==> config.mk <==
export PLATFORM = sky130hd
export DESIGN_NAME = fdiv_issue_seq
export DESIGN_NICKNAME = d
export VERILOG_FILES = /design/src/rtl/fdiv_issue_seq_pkg.sv /design/src/rtl/fdiv_issue_seq_fp_unpack.sv /design/src/rtl/fdiv_issue_seq.sv
export SDC_FILE = /design/constraint.sdc
export NUM_CORES = 1
export LEC_CHECK = 0
export CAP_MARGIN = 20
export CORE_MARGIN = 2
export CORE_UTILIZATION = 35
export DETAILED_ROUTE_END_ITERATION = 16
export PLACE_DENSITY_LB_ADDON = 0.08
export RECOVER_POWER = 50
export SLEW_MARGIN = 20
export SYNTH_ARGS = -nofsm -noshare
export SYNTH_HDL_FRONTEND = slang
export SYNTH_SLANG_ARGS = --single-unit
==> constraint.sdc <==
create_clock -name clk_i -period 4.3 [get_ports clk_i]
set_input_delay 0.86 -clock clk_i [delete_from_list [all_inputs] [get_ports clk_i]]
set_output_delay 0.86 -clock clk_i [all_outputs]
set_load 0.03 [all_outputs]
==> src/rtl/fdiv_issue_seq_pkg.sv <==
// Shared FPU definitions for the divide issue sequencer: operand class bit
// positions, the canonical quiet NaN and the sequencer state encoding.
package fdiv_issue_seq_pkg;

    localparam int CLASS_BIT_QNAN      = 5;
    localparam int CLASS_BIT_SNAN      = 4;
    localparam int CLASS_BIT_INF       = 3;
    localparam int CLASS_BIT_NORMAL    = 2;
    localparam int CLASS_BIT_SUBNORMAL = 1;
    localparam int CLASS_BIT_ZERO      = 0;

    localparam logic [31:0] CANON_QNAN = 32'h7FC0_0000;

    localparam int SIG_W  = 24;
    localparam int FRAC_W = 23;

    typedef enum logic [1:0] {
        ST_IDLE  = 2'd0,
        ST_ISSUE = 2'd1,
        ST_WAIT  = 2'd2,
        ST_RESP  = 2'd3
    } fdiv_state_e;

endpackage

==> src/rtl/fdiv_issue_seq_fp_unpack.sv <==
// Combinational IEEE-754 single unpack into signed unbiased exponent, normalized
// significand (hidden bit at [23]) and one-hot class. The sign bit is not needed here.
module fdiv_issue_seq_fp_unpack
    import fdiv_issue_seq_pkg::*;
#(
    parameter int CLASS_W = 6,
    parameter int EXP_W   = 10
) (
    input  logic        [30:0]        magnitude,
    output logic signed [EXP_W-1:0]   exponent,
    output logic        [SIG_W-1:0]   significand,
    output logic        [CLASS_W-1:0] fp_class
);

    logic [7:0]        biased;
    logic [FRAC_W-1:0] frac;
    logic [4:0]        lz;

    // Leading zeros of a nonzero fraction; the highest set bit is the last one seen.
    function automatic logic [4:0] lead_zeros(input logic [FRAC_W-1:0] f);
        logic [4:0] n;
        n = 5'd0;
        for (int i = 0; i < FRAC_W; i++) begin
            if (f[i]) n = 5'(FRAC_W - 1 - i);
        end
        return n;
    endfunction

    assign biased = magnitude[30:23];
    assign frac   = magnitude[22:0];
    assign lz     = lead_zeros(frac);

    always_comb begin
        exponent    = '0;
        significand = '0;
        fp_class    = '0;
        if (biased == 8'hFF) begin
            exponent    = EXP_W'(128);
            significand = {1'b1, frac};
            if (frac == '0)
                fp_class[CLASS_BIT_INF] = 1'b1;
            else if (frac[FRAC_W-1])
                fp_class[CLASS_BIT_QNAN] = 1'b1;
            else
                fp_class[CLASS_BIT_SNAN] = 1'b1;
        end else if (biased == 8'h00) begin
            if (frac == '0) begin
                fp_class[CLASS_BIT_ZERO] = 1'b1;
            end else begin
                // Shift the first set bit up into the hidden-bit position.
                fp_class[CLASS_BIT_SUBNORMAL] = 1'b1;
                significand = {1'b0, frac} << (lz + 5'd1);
                exponent    = EXP_W'(-127 - int'(lz));
            end
        end else begin
            fp_class[CLASS_BIT_NORMAL] = 1'b1;
            exponent    = EXP_W'(int'(biased) - 127);
            significand = {1'b1, frac};
        end
    end

endmodule

==> src/rtl/fdiv_issue_seq.sv <==
// Initiator side of the FPU divider handshake: accepts a request, unpacks and holds
// operands, pulses the divider enable and returns the result. Optional FDIV_WATCHDOG_EN.
module fdiv_issue_seq
    import fdiv_issue_seq_pkg::*;
#(
    parameter int CLASS_W     = 6,
    parameter int EXP_W       = 10,
    parameter int TIMEOUT_CYC = 40
) (
    input  logic                      clk_i,
    input  logic                      reset_i,
    input  logic                      reqValid_i,
    output logic                      reqReady_o,
    input  logic        [31:0]        rs1_i,
    input  logic        [31:0]        rs2_i,
    input  logic        [2:0]         rm_i,
    output logic                      respValid_o,
    input  logic                      respReady_i,
    output logic        [31:0]        result_o,
    output logic                      timeout_o,
    output logic                      divEnable_o,
    output logic        [31:0]        divRs1_o,
    output logic        [31:0]        divRs2_o,
    output logic signed [EXP_W-1:0]   divRs1Exp_o,
    output logic signed [EXP_W-1:0]   divRs2Exp_o,
    output logic        [SIG_W-1:0]   divRs1Sig_o,
    output logic        [SIG_W-1:0]   divRs2Sig_o,
    output logic        [CLASS_W-1:0] divRs1Class_o,
    output logic        [CLASS_W-1:0] divRs2Class_o,
    output logic        [2:0]         divRm_o,
    input  logic                      divReady_i,
    input  logic        [31:0]        fdivOut_i
);

    fdiv_state_e state_q, state_d;
    logic        accept;
    logic        wd_fire;

    logic signed [EXP_W-1:0]   rs1_exp_c, rs2_exp_c;
    logic        [SIG_W-1:0]   rs1_sig_c, rs2_sig_c;
    logic        [CLASS_W-1:0] rs1_class_c, rs2_class_c;

    fdiv_issue_seq_fp_unpack #(.CLASS_W(CLASS_W), .EXP_W(EXP_W)) u_unpack_rs1 (
        .magnitude   (rs1_i[30:0]),
        .exponent    (rs1_exp_c),
        .significand (rs1_sig_c),
        .fp_class    (rs1_class_c)
    );

    fdiv_issue_seq_fp_unpack #(.CLASS_W(CLASS_W), .EXP_W(EXP_W)) u_unpack_rs2 (
        .magnitude   (rs2_i[30:0]),
        .exponent    (rs2_exp_c),
        .significand (rs2_sig_c),
        .fp_class    (rs2_class_c)
    );

    assign accept = (state_q == ST_IDLE) && reqValid_i;

    always_ff @(posedge clk_i) begin
        if (reset_i)
            state_q <= ST_IDLE;
        else
            state_q <= state_d;
    end

    always_comb begin
        state_d     = state_q;
        reqReady_o  = 1'b0;
        divEnable_o = 1'b0;
        respValid_o = 1'b0;
        unique case (state_q)
            ST_IDLE: begin
                reqReady_o = 1'b1;
                if (reqValid_i) state_d = ST_ISSUE;
            end
            ST_ISSUE: begin
                divEnable_o = 1'b1;
                state_d     = ST_WAIT;
            end
            ST_WAIT: begin
                if (divReady_i || wd_fire) state_d = ST_RESP;
            end
            ST_RESP: begin
                respValid_o = 1'b1;
                if (respReady_i) state_d = ST_IDLE;
            end
            default: state_d = ST_IDLE;
        endcase
    end

    // Operands are only loaded on acceptance so they stay stable through WAIT and RESP.
    always_ff @(posedge clk_i) begin
        if (reset_i) begin
            divRs1_o      <= '0;
            divRs2_o      <= '0;
            divRm_o       <= '0;
            divRs1Exp_o   <= '0;
            divRs2Exp_o   <= '0;
            divRs1Sig_o   <= '0;
            divRs2Sig_o   <= '0;
            divRs1Class_o <= '0;
            divRs2Class_o <= '0;
            result_o      <= '0;
        end else begin
            if (accept) begin
                divRs1_o      <= rs1_i;
                divRs2_o      <= rs2_i;
                divRm_o       <= rm_i;
                divRs1Exp_o   <= rs1_exp_c;
                divRs2Exp_o   <= rs2_exp_c;
                divRs1Sig_o   <= rs1_sig_c;
                divRs2Sig_o   <= rs2_sig_c;
                divRs1Class_o <= rs1_class_c;
                divRs2Class_o <= rs2_class_c;
            end
            if (state_q == ST_WAIT) begin
                if (divReady_i)
                    result_o <= fdivOut_i;
                else if (wd_fire)
                    result_o <= CANON_QNAN;
            end
        end
    end

`ifdef FDIV_WATCHDOG_EN
    logic [7:0] wd_cnt_q;
    logic       timeout_q;

    // Counter restarts with the ISSUE cycle at 0, so it reads N in the Nth cycle after ISSUE.
    assign wd_fire = (state_q == ST_WAIT) && !divReady_i &&
                     (wd_cnt_q == 8'(TIMEOUT_CYC - 1));

    always_ff @(posedge clk_i) begin
        if (reset_i) begin
            wd_cnt_q  <= '0;
            timeout_q <= 1'b0;
        end else begin
            if (accept) begin
                wd_cnt_q  <= '0;
                timeout_q <= 1'b0;
            end else if (state_q == ST_ISSUE || state_q == ST_WAIT) begin
                wd_cnt_q <= wd_cnt_q + 8'd1;
            end
            if (wd_fire) timeout_q <= 1'b1;
        end
    end

    assign timeout_o = timeout_q;
`else
    logic unused_timeout_cfg;
    assign unused_timeout_cfg = ^TIMEOUT_CYC;
    assign wd_fire   = 1'b0;
    assign timeout_o = 1'b0;
`endif

endmodule

Yosys cells after proc, flatten, opt, wreduce, memory -nomap -nowiden
Cells that the tools add are included.
- $add $sub $neg: 6
- equal/unequal tests: 8
- shift operators: 2
- mux-type cells: 83
- reduce and logical (&&, ||, !) cells: 8
- operator list (kind ; count):
    5-bit 2-to-1 mux ; 46
    24-bit 2-to-1 mux ; 6
    10-bit 2-to-1 mux ; 6
    23-bit by 5-bit << shifter with 24-bit output ; 2
    23-bit zero test ; 2
    8-bit by 6-bit subtractor with 9-bit output, first input constant ; 2
    8-bit by 7-bit subtractor with 9-bit output, second input constant ; 2
    8-bit == test, second input constant ; 2
    8-bit zero test ; 2
    2-bit 2-to-1 mux ; 7
    1-bit 2-to-1 mux ; 13
    3-bit 2-to-1 mux ; 4
    5-bit by 1-bit adder with 5-bit output, second input constant ; 2
    2-bit case mux with 4 select lines ; 1
    2-bit inequality test, second input constant ; 3
    2-bit == test, second input constant ; 2
    3-bit AND reduction ; 1
    2-bit by 1-bit == test with 1-bit output, second input constant ; 1
    2-bit zero test ; 1
    2-bit AND reduction ; 1
    1-bit logical AND ; 1
- register bits after elaboration: 181
- bits of input ports: 104
- output and inout bits: 183
- logic and storage cells: 118

Depth between registers and ports, before layout
Gate-level depths: netlist of run 1.
- depth in word-level cells: 28
- gate-level depth with buffers: 19
- gate-level depth less buffers: 15

By module
From an unflattened synthesis of run 1, not the netlist that was laid out.
- cell total of the unflattened synthesis: 1577
- area, all modules: 11513.5 um^2
- by module, submodules not included (module ; times used ; cells each ; area an instance (um^2) ; sequential area each (um^2)):
    fdiv_issue_seq ; 1 ; 800 ; 6391.1 ; 3623.5
    fdiv_issue_seq_fp_unpack (u_unpack_rs2) ; 1 ; 415 ; 2824.0 ; 0.0
    fdiv_issue_seq_fp_unpack (u_unpack_rs1) ; 1 ; 362 ; 2298.5 ; 0.0

Least setup slack after synthesis of run 1
OpenSTA, ideal clock, no wires.
- kind: input -> register
- start point: in rs1_i[15]
- end point: reg divRs1Sig_o[20]
- library setup time: 131 ps
- arrival: 4179 ps
- data required time: 4169 ps
- path slack: -11 ps
- cell stages on the path: 17
- buffers on the path: 2
- cell sequence: clkbuf_1 > inv_1 > o21a_1 > o21ai_1 > a21o_1 > nand2_2 > inv_4 > buf_4 > ha_1 > inv_1 > nand3_1 > and2_4 > mux2_4 > mux2_4 > mux4_2 > a221oi_2 > nor3_1
- cells in the longest elaborated chain, start to end: 13
- elaborated cells on any way between the ends: 14
- classes of those cells: 1 x add/sub; 1 x shift; 11 x mux; 1 x reduce/logical
- ends and longest elaborated chain (what ; line ; text):
    start, declared ; fdiv_issue_seq.sv:14 ; input logic [31:0] rs1_i,
    5-bit 2-to-1 mux (8 in series) ; fdiv_issue_seq_fp_unpack.sv:24 ; if (f[i]) n = 5'(FRAC_W - 1 - i);
    5-bit by 1-bit adder with 5-bit output ; fdiv_issue_seq_fp_unpack.sv:52 ; significand = {1'b0, frac} << (lz + 5'd1);
    23-bit by 5-bit << shifter with 24-bit output ; fdiv_issue_seq_fp_unpack.sv:52 ;
    24-bit 2-to-1 mux (*) ; fdiv_issue_seq_fp_unpack.sv:47 ; if (frac == '0) begin
    24-bit 2-to-1 mux (*) ; fdiv_issue_seq_fp_unpack.sv:46 ; end else if (biased == 8'h00) begin
    24-bit 2-to-1 mux (*) ; fdiv_issue_seq_fp_unpack.sv:37 ; if (biased == 8'hFF) begin
    end signal, assigned ; fdiv_issue_seq.sv:111 ; divRs1Sig_o <= rs1_sig_c;
    end, declared ; fdiv_issue_seq.sv:26 ; output logic [SIG_W-1:0] divRs1Sig_o,
Mark *: on every way between the ends. The rest lies on a longest branch, timed or not.
A chain may end at the register's enable or synchronous reset.

Worst setup path after layout of run 1
- start point: in rs1_i[3]
- end point: reg divRs1Sig_o[17]
- cells in the longest elaborated chain, start to end: 25
- elaborated cells on any way between the ends: 26
- classes of those cells: 1 x add/sub; 1 x shift; 23 x mux; 1 x reduce/logical
- ends and longest elaborated chain (what ; line):
    5-bit 2-to-1 mux (20 in series) ; fdiv_issue_seq_fp_unpack.sv:24
    5-bit by 1-bit adder with 5-bit output ; fdiv_issue_seq_fp_unpack.sv:52
    23-bit by 5-bit << shifter with 24-bit output ; fdiv_issue_seq_fp_unpack.sv:52
    24-bit 2-to-1 mux (*) ; fdiv_issue_seq_fp_unpack.sv:47
    24-bit 2-to-1 mux (*) ; fdiv_issue_seq_fp_unpack.sv:46
    24-bit 2-to-1 mux (*) ; fdiv_issue_seq_fp_unpack.sv:37
Marked as above.

==> metrics.cfg, run 1 <==
[critical_path]
arrival_ps=4400
cp-start-kind=primary input
ff2ff_setup_slack_ps=960
worstPathCellList=clkdlybuf4s50_1 -> o31ai_1 -> a211oi_1 -> o31ai_1 -> buf_4 -> a211oi_2 -> o31a_1 -> ha_2 -> o21ai_2 -> and2_4 -> buf_6 -> mux2_2 -> mux4_2 -> a221o_1 -> nand2_1 -> o31ai_1
startpoint=rs1_i[3]
critPathMostFrequentCell=o31ai_1
cpMaxStageDelayCell=mux4_2
critPathKind=primary input to flip-flop
max_stage_delay_ps=500
r2r-end=divRs1Exp_o[0]$_SDFFE_PP0P_
cp_max_fo=11
end_kind=flip-flop
rr_startpoint=state_q[0]$_SDFFE_PP0P_
crit_required_ps=4620
ff2ff_path_depth=7

[power_and_ir_drop]
ir_drop_mv=0.2500
clockPowerShare_pct=24.9
p_switching_mw=2.603
total_power_mw=6.357
power.density_mw_per_mm2=412.9
internal-power_mw=3.754
pwr-share-comb_pct=42.5
seqPwrFrac_pct=32.6
leakage_nw=6.114
sw_frac_of_total_pct=40.95

[timing]
period_share_pct=94.81
fin_crit_ps=4077
fin_ws_ps=223.4
slew_viol_final=178
fin_worst_skew_ps=10.48
setup_violations=0
tightest_slew_ps=1953
hold_viol_final=0
rsz0062_at_grt=no
relSlewSlack_pct=-30.22
max_freq_mhz=245.3

[cells_and_area]
drive_gt1_share_pct=16.07
postLayoutCoreUtil_pct=51.67
area_growth_pct=44.82
finalNetCount=1866
fin_cells=2151
antenna_cells=0
fin_area_sq_mm=0.01540
nFillCells=2924

[grt]
grt_antenna_before_repair=0
grt_util_all_layers_pct=27.67
grt_pass1_vias=11790
grt_max_degree=92
grt_overflow=0
grt_pass1_wl_mm=67.76

[hold_path]
min_from=divRs1_o[25]$_SDFFE_PP0P_
whs_path_depth=2
min_to=divRs1_o[25]$_SDFFE_PP0P_
hp-class=flip-flop to flip-flop

[synth]
synth-seq-cells=179
synthArstFlopShare_pct=0
synth_cell_type_count=84
synth_area_per_cell_sq_um=7.572
syn_inst=1404
synth_edf_count=0
ys_warn_count=0
synth_ff_type=dfxtp_1
ys_seq_area_share_pct=33.71
netlist_area_sq_mm=0.01063
synth_fp_nets=1522

[floorplan]
io_pins=287
core_sq_mm=0.02980
initial_core_util_pct=35.68
row_count=63
die_h_microns=178.3
fp.dieArea_sq_mm=0.03179
die_x_microns=178.3

[route]
drc_errors=0
dr.pass1.iters=6
avgViaCountPerCell=5.552
wl_per_cell_microns=20.68
totalWireLength_mm=44.48
drt_iter0_drc=795
ant_nets=0
via_count=11940

[flow_run]
cap_violations=2

[clocking]
cts_buffers=17
clock_latency_ps=450
clk_pin_slew_ps=80
root_buffer=clkbuf_16
cts.sinks=179
cts_buffer_depth=2
tritoncts=done
h-tree-depth=4

[placed_design]
hpwl_mm=32.99
portBuffers=285
dpl.cell_count=2117
placed_area_sq_mm=0.01475
dp_slack_ps=-457.5
place.gp.congestion=0.9531

[status]
violations=max-capacitance violations, max-slew violations
status=finished with violations

## cell usage after synthesis (9+ instances only)
cell / instances / area share [%]
buf_1: 10 / 0.35
clkbuf_1: 106 / 3.7
o211ai_1: 14 / 0.99
ha_1: 14 / 1.6
inv_1: 34 / 1.2
a31oi_1: 23 / 1.4
dfxtp_1: 179 / 34
mux2_2: 18 / 1.9
nand3_1: 41 / 1.9
buf_2: 9 / 0.42
o22ai_1: 14 / 0.82
nor3_1: 26 / 1.2
a221oi_1: 16 / 1.3
nand2_1: 266 / 9.4
a211oi_1: 17 / 1.2
nand2b_1: 16 / 0.94
and2_1: 9 / 0.53
mux2i_1: 31 / 2.9
mux4_2: 17 / 3.6
nor2_1: 111 / 3.9
a22oi_1: 11 / 0.78
a21oi_1: 204 / 9.6
nor4_1: 11 / 0.65
o21ai_0: 38 / 1.8
## routing by layer
layer	track usage (%)	vias to the layer above	part of all wire [%]
li1	-	5717	-
met1	34.35	5620	41
met2	47.11	508	48
met3	5.435	97	7.1
met4	10.91	0	3.6
met5	0	-	0
## logic make-up (layout without fill, tap and decap cells)
family / count (synthesis) / after routing / share of synthesized area [%]
and+or+nand+nor: 524 / 524 / 21.87
AOI/OAI and AO/OA: 434 / 434 / 26.07
DFF: 179 / 179 / 33.71
buffers and inverters: 169 / 526 / 6.485
muxes: 68 / 68 / 8.709
xor gates and xnor gates: 15 / 15 / 1.483
adders and majority gates: 14 / 14 / 1.648
other: 1 / 1 / 0.03527
## worst max path at each step
| stage | slack [ps] | to |
|---|---|---|
| 6_report | 220 | divRs1Sig_o[17]$_SDFFE_PP0P_ |
| 5_1_grt | 40 | divRs2Sig_o[16]$_SDFFE_PP0P_ |
| 2_1_floorplan | 7 | divRs1Sig_o[20]$_SDFFE_PP0P_ |
| 4_1_cts | 50 | divRs1Sig_o[14]$_SDFFE_PP0P_ |
| 3_5_place_dp | -460 | divRs1Sig_o[14]$_SDFFE_PP0P_ |
| 3_3_place_gp | -340 | divRs1Sig_o[14]$_SDFFE_PP0P_ |
## worst max-delay path: cells and delay by family
| family | cells | cell delay, ps |
|---|---|---|
| AO/OA/AOI/OAI | 8 | 1470 |
| adder cells (fa/ha/maj) | 1 | 200 |
| buffers and inverters | 3 | 770 |
| multiplexers | 2 | 850 |
| AND/OR/NAND/NOR | 2 | 260 |
## repair_timing
| item | CTS | global route |
|---|---|---|
| buffers inserted | 0 | 2 |
| resized for setup | 1 | 13 |
| pin swaps | 0 | 7 |
| setup endpoints to repair | 1 | 22 |
| hold buffers | 0 | 0 |
## cell usage in the layout, fill, tap and decap left out, drive strengths merged, types with 8 or more instances in the layout
cell type	n
and2	10
nand2b	16
mux2i	31
nand3	41
o22ai	14
a221oi	17
xnor2	9
clkdlybuf4s50	201
a21o	8
mux4	17
nor2	111
dlygate4sd3	80
clkbuf	21
o21ai	42
nand2	267
nand4	8
dfxtp	179
mux2	20
a21oi	204
a31oi	24
a211oi	17
nor4	15
ha	14
buf	171
o211ai	14
inv	43
nor3	26
o31ai	8
a22oi	11
## stage by stage
stage	hold slack [ps]	TNS, ps
6_report	450.9	0
3_5_place_dp	443.2	-7270
5_1_grt	468.0	0
3_3_place_gp	441.1	-5478
4_1_cts	454.1	0
2_1_floorplan	508.1	0
## registers in the layout (all words and copies together), names as in the netlist, 9 cells and up
signal,count
divRs1Exp_o,9
divRs1Sig_o,24
divRs1_o,32
divRs2Exp_o,9
divRs2Sig_o,24
divRs2_o,32
result_o,32
## layout make-up
cell class	instances	area (sq um)	share of cell area [%]
multi-input combinational	1056	6419	41.69
inverter	36	137.6	0.8939
sequential	179	3583	23.28
timing repair buffer	458	4178	27.14
clock buffer	18	429.2	2.787
clock inverter	14	161.4	1.048
tap	390	488.0	3.169
## power by group through the flow
stage	combinational, mW	clock, mW	sequential (mW)
after floorplan	1.11	0	2.58
after global placement	2.74	0	2.11
after detailed placement	2.74	0	2.11
after CTS	2.75	1.62	2.08
after global routing	2.90	1.68	2.11
final	2.70	1.58	2.07
No activity file was read; power rests on OpenSTA's default activity.
==> run 2, diff against run 1 <==
SLEW_MARGIN = not set   (was 20)
==> run 2 against run 1 <==
  * Clock-buffer cell count unchanged
  * Largest power group unchanged
  * Highest routed layer is now met5
  * Largest cell class unchanged
  * First-iteration DRC count increased by 16%
  * Power is essentially flat
  * Sequential cell count is the same
  * The run still ends with max-capacitance violations, max-slew violations left
==> metrics.cfg, run 2 (same netlist as run 1, synthesis figures left out) <==
[status]
status=finished with violations
violations=max-capacitance violations, max-slew violations

[timing]
tightest_slew_ps=1929  ; -24.30 ps
hold_viol_final=0  ; unchanged
slew_viol_final=178  ; unchanged
period_share_pct=96.66  ; +1.9 points
final.setup.tns_ps=0  ; unchanged
hold_ws_ps=451.1  ; +0.2350 ps
max_freq_mhz=240.6  ; -1.9%
setup_violations=0  ; unchanged
fin_crit_ps=4156  ; +79.81 ps
fin_worst_skew_ps=11.07  ; +0.5884 ps
relSlewSlack_pct=-28.60  ; +1.6 points
rsz0062_at_grt=no

[cells_and_area]
nFillCells=2915  ; -0.31%
drive_gt1_share_pct=15.90  ; -0.17 points
antenna_cells=0  ; unchanged
fin_area_sq_mm=0.01540  ; about the same
largestRegisters=divRs1_o: 32 flops, divRs2_o: 32 flops, result_o: 32 flops
postLayoutCoreUtil_pct=51.68  ; about the same
finalNetCount=1866  ; unchanged
area_growth_pct=44.85  ; about the same
final_common_cell=nand2_1
final_cell_mix=266 x nand2_1, 204 x a21oi_1, 204 x clkdlybuf4s50_1

[power_and_ir_drop]
ir_drop_mv=0.2434  ; -2.6%
sw_frac_of_total_pct=40.89  ; -0.061 points
p_switching_mw=2.602  ; about the same
internal-power_mw=3.761  ; +0.20%
pwr-share-comb_pct=42.7  ; +0.2 points
clockPowerShare_pct=24.7  ; -0.2 points
seqPwrFrac_pct=32.5  ; about the same
power.density_mw_per_mm2=413.2  ; about the same
leakage_nw=6.100  ; -0.23%

[floorplan]
io_pins=287  ; unchanged
fp.dieArea_sq_mm=0.03179  ; unchanged
initial_core_util_pct=35.68  ; unchanged
die_h_microns=178.3  ; unchanged
die_x_microns=178.3  ; unchanged
core_sq_mm=0.02980  ; unchanged
row_count=63  ; unchanged

[clocking]
cts_buffer_depth=2  ; unchanged
root_buffer=clkbuf_16
tritoncts=done
clk_pin_slew_ps=80  ; about the same
cts_buffers=17  ; unchanged
clock_latency_ps=450  ; about the same
h-tree-depth=4  ; unchanged
post_cts_buffers=0  ; unchanged
cts.sinks=179  ; unchanged

[grt]
grt_antenna_before_repair=1  ; +1
grt_overflow=0  ; unchanged
grt_pass1_wl_mm=68.07  ; +0.45%
grt_util_all_layers_pct=27.76  ; +0.091 points
grt_max_degree=92  ; unchanged
grt_pass1_vias=11800  ; +0.034%

[flow_run]
cap_violations=2  ; unchanged

[route]
ant_nets=0  ; unchanged
dr.pass1.iters=8  ; +2
drt_iter0_drc=923  ; +16%
avgViaCountPerCell=5.574  ; +0.39%
via_count=11990  ; +0.39%
totalWireLength_mm=44.39  ; -0.21%
wl_per_cell_microns=20.64  ; -0.21%
drc_errors=0  ; unchanged

[critical_path]
path_buf_inv=3  ; unchanged
max_stage_delay_ps=500  ; about the same
cp-start-kind=primary input
end_kind=flip-flop
worstPathCellList=clkdlybuf4s50_1 -> nor3b_2 -> o31ai_1 -> a211oi_1 -> o31ai_1 -> buf_4 -> a211oi_2 -> o31a_1 -> ha_2 -> o21ai_2 -> and2_4 -> buf_6 -> mux2_2 -> mux4_2 -> a221oi_1 -> a21oi_1
path_delay_family=compound AO/OA/AOI/OAI gates
crit_required_ps=4620  ; about the same
cp_max_fo=11  ; unchanged
cpMaxStageDelayCell=mux4_2
arrival_ps=4470  ; +70 ps
critPathMostFrequentCell=o31ai_1
critPathKind=primary input to flip-flop

[placed_design]
placed_area_sq_mm=0.01476  ; about the same
place.gp.congestion=0.9531  ; unchanged
hpwl_mm=33.09  ; +0.29%
portBuffers=285  ; unchanged

[hold_path]
hp-class=flip-flop to flip-flop

[run 2: cell count changes in the layout (fill, tap and decap cells not counted), moves of 2 or more]
cell / change
clkinv_4: +2
buf_4: -2
dlymetal6s2s_1: -3
inv_6: -2
clkdlybuf4s50_1: +3
[run 2: layout make-up]
type | count | area (sq um) | area share (%)
clock inverters | 14 | 161.4 | 1.048
repair buffers | 458 | 4198 | 27.26
well taps | 390 | 488.0 | 3.169
clock buffers | 18 | 429.2 | 2.787
multi-input cells | 1056 | 6402 | 41.57
inverters | 36 | 137.6 | 0.8937
flip-flops and latches | 179 | 3583 | 23.27
[run 2: through the flow]
stage                     total power [mW]  setup slack [ps]  std cells
after CTS                            6.449             52.82       2150
after detailed placement             4.855            -459.5       2118
final                                6.363             143.6       2151
after global placement               4.845            -338.4       2117
after floorplan                      3.683             6.907       1404
after global routing                 6.708            0.5156       2151
[run 2: path summary, 6_finish.rpt]
path / startpoint / depth (start not counted) / to / slack [ps]
worst max-delay path: rs1_i[0] / 16 / divRs1Sig_o[9]$_SDFFE_PP0P_ / 140
worst min-delay path: divRs1_o[25]$_SDFFE_PP0P_ / 2 / divRs1_o[25]$_SDFFE_PP0P_ / 450
worst max register to register: state_q[0]$_SDFFE_PP0P_ / 7 / divRs1Exp_o[0]$_SDFFE_PP0P_ / 1020
worst min register to register: divRs1_o[25]$_SDFFE_PP0P_ / 2 / divRs1_o[25]$_SDFFE_PP0P_ / 450
[run 2: layer usage]
| metal | GRT usage [%] | part of all wire (%) | wire length, microns |
|---|---|---|---|
| met5 | 0 | 0.029 | 13 |
| met4 | 12.09 | 4.1 | 1836 |
| met3 | 5.648 | 6.7 | 2993 |
| met2 | 46.71 | 48 | 21220 |
| met1 | 34.35 | 41 | 18320 |
[run 2: power groups by stage]
stage	Sequential [mW]	Clock [mW]	Combinational, mW
2_1_floorplan	2.58	0	1.11
3_3_place_gp	2.11	0	2.74
3_5_place_dp	2.11	0	2.74
4_1_cts	2.08	1.62	2.76
5_1_grt	2.11	1.68	2.92
6_report	2.07	1.57	2.72
[run 2: worst min-delay path, stage by stage, from the launching register on]
cell	delay, ps
dfxtp_1	310
nand2_1	50
a21oi_1	50
[run 2: timing repair]
action                                  4_1_cts  5_1_grt
gates resized for setup                       1        8
pin swaps                                     0        5
endpoints found under the setup margin        1       22
hold buffers                                  0        0
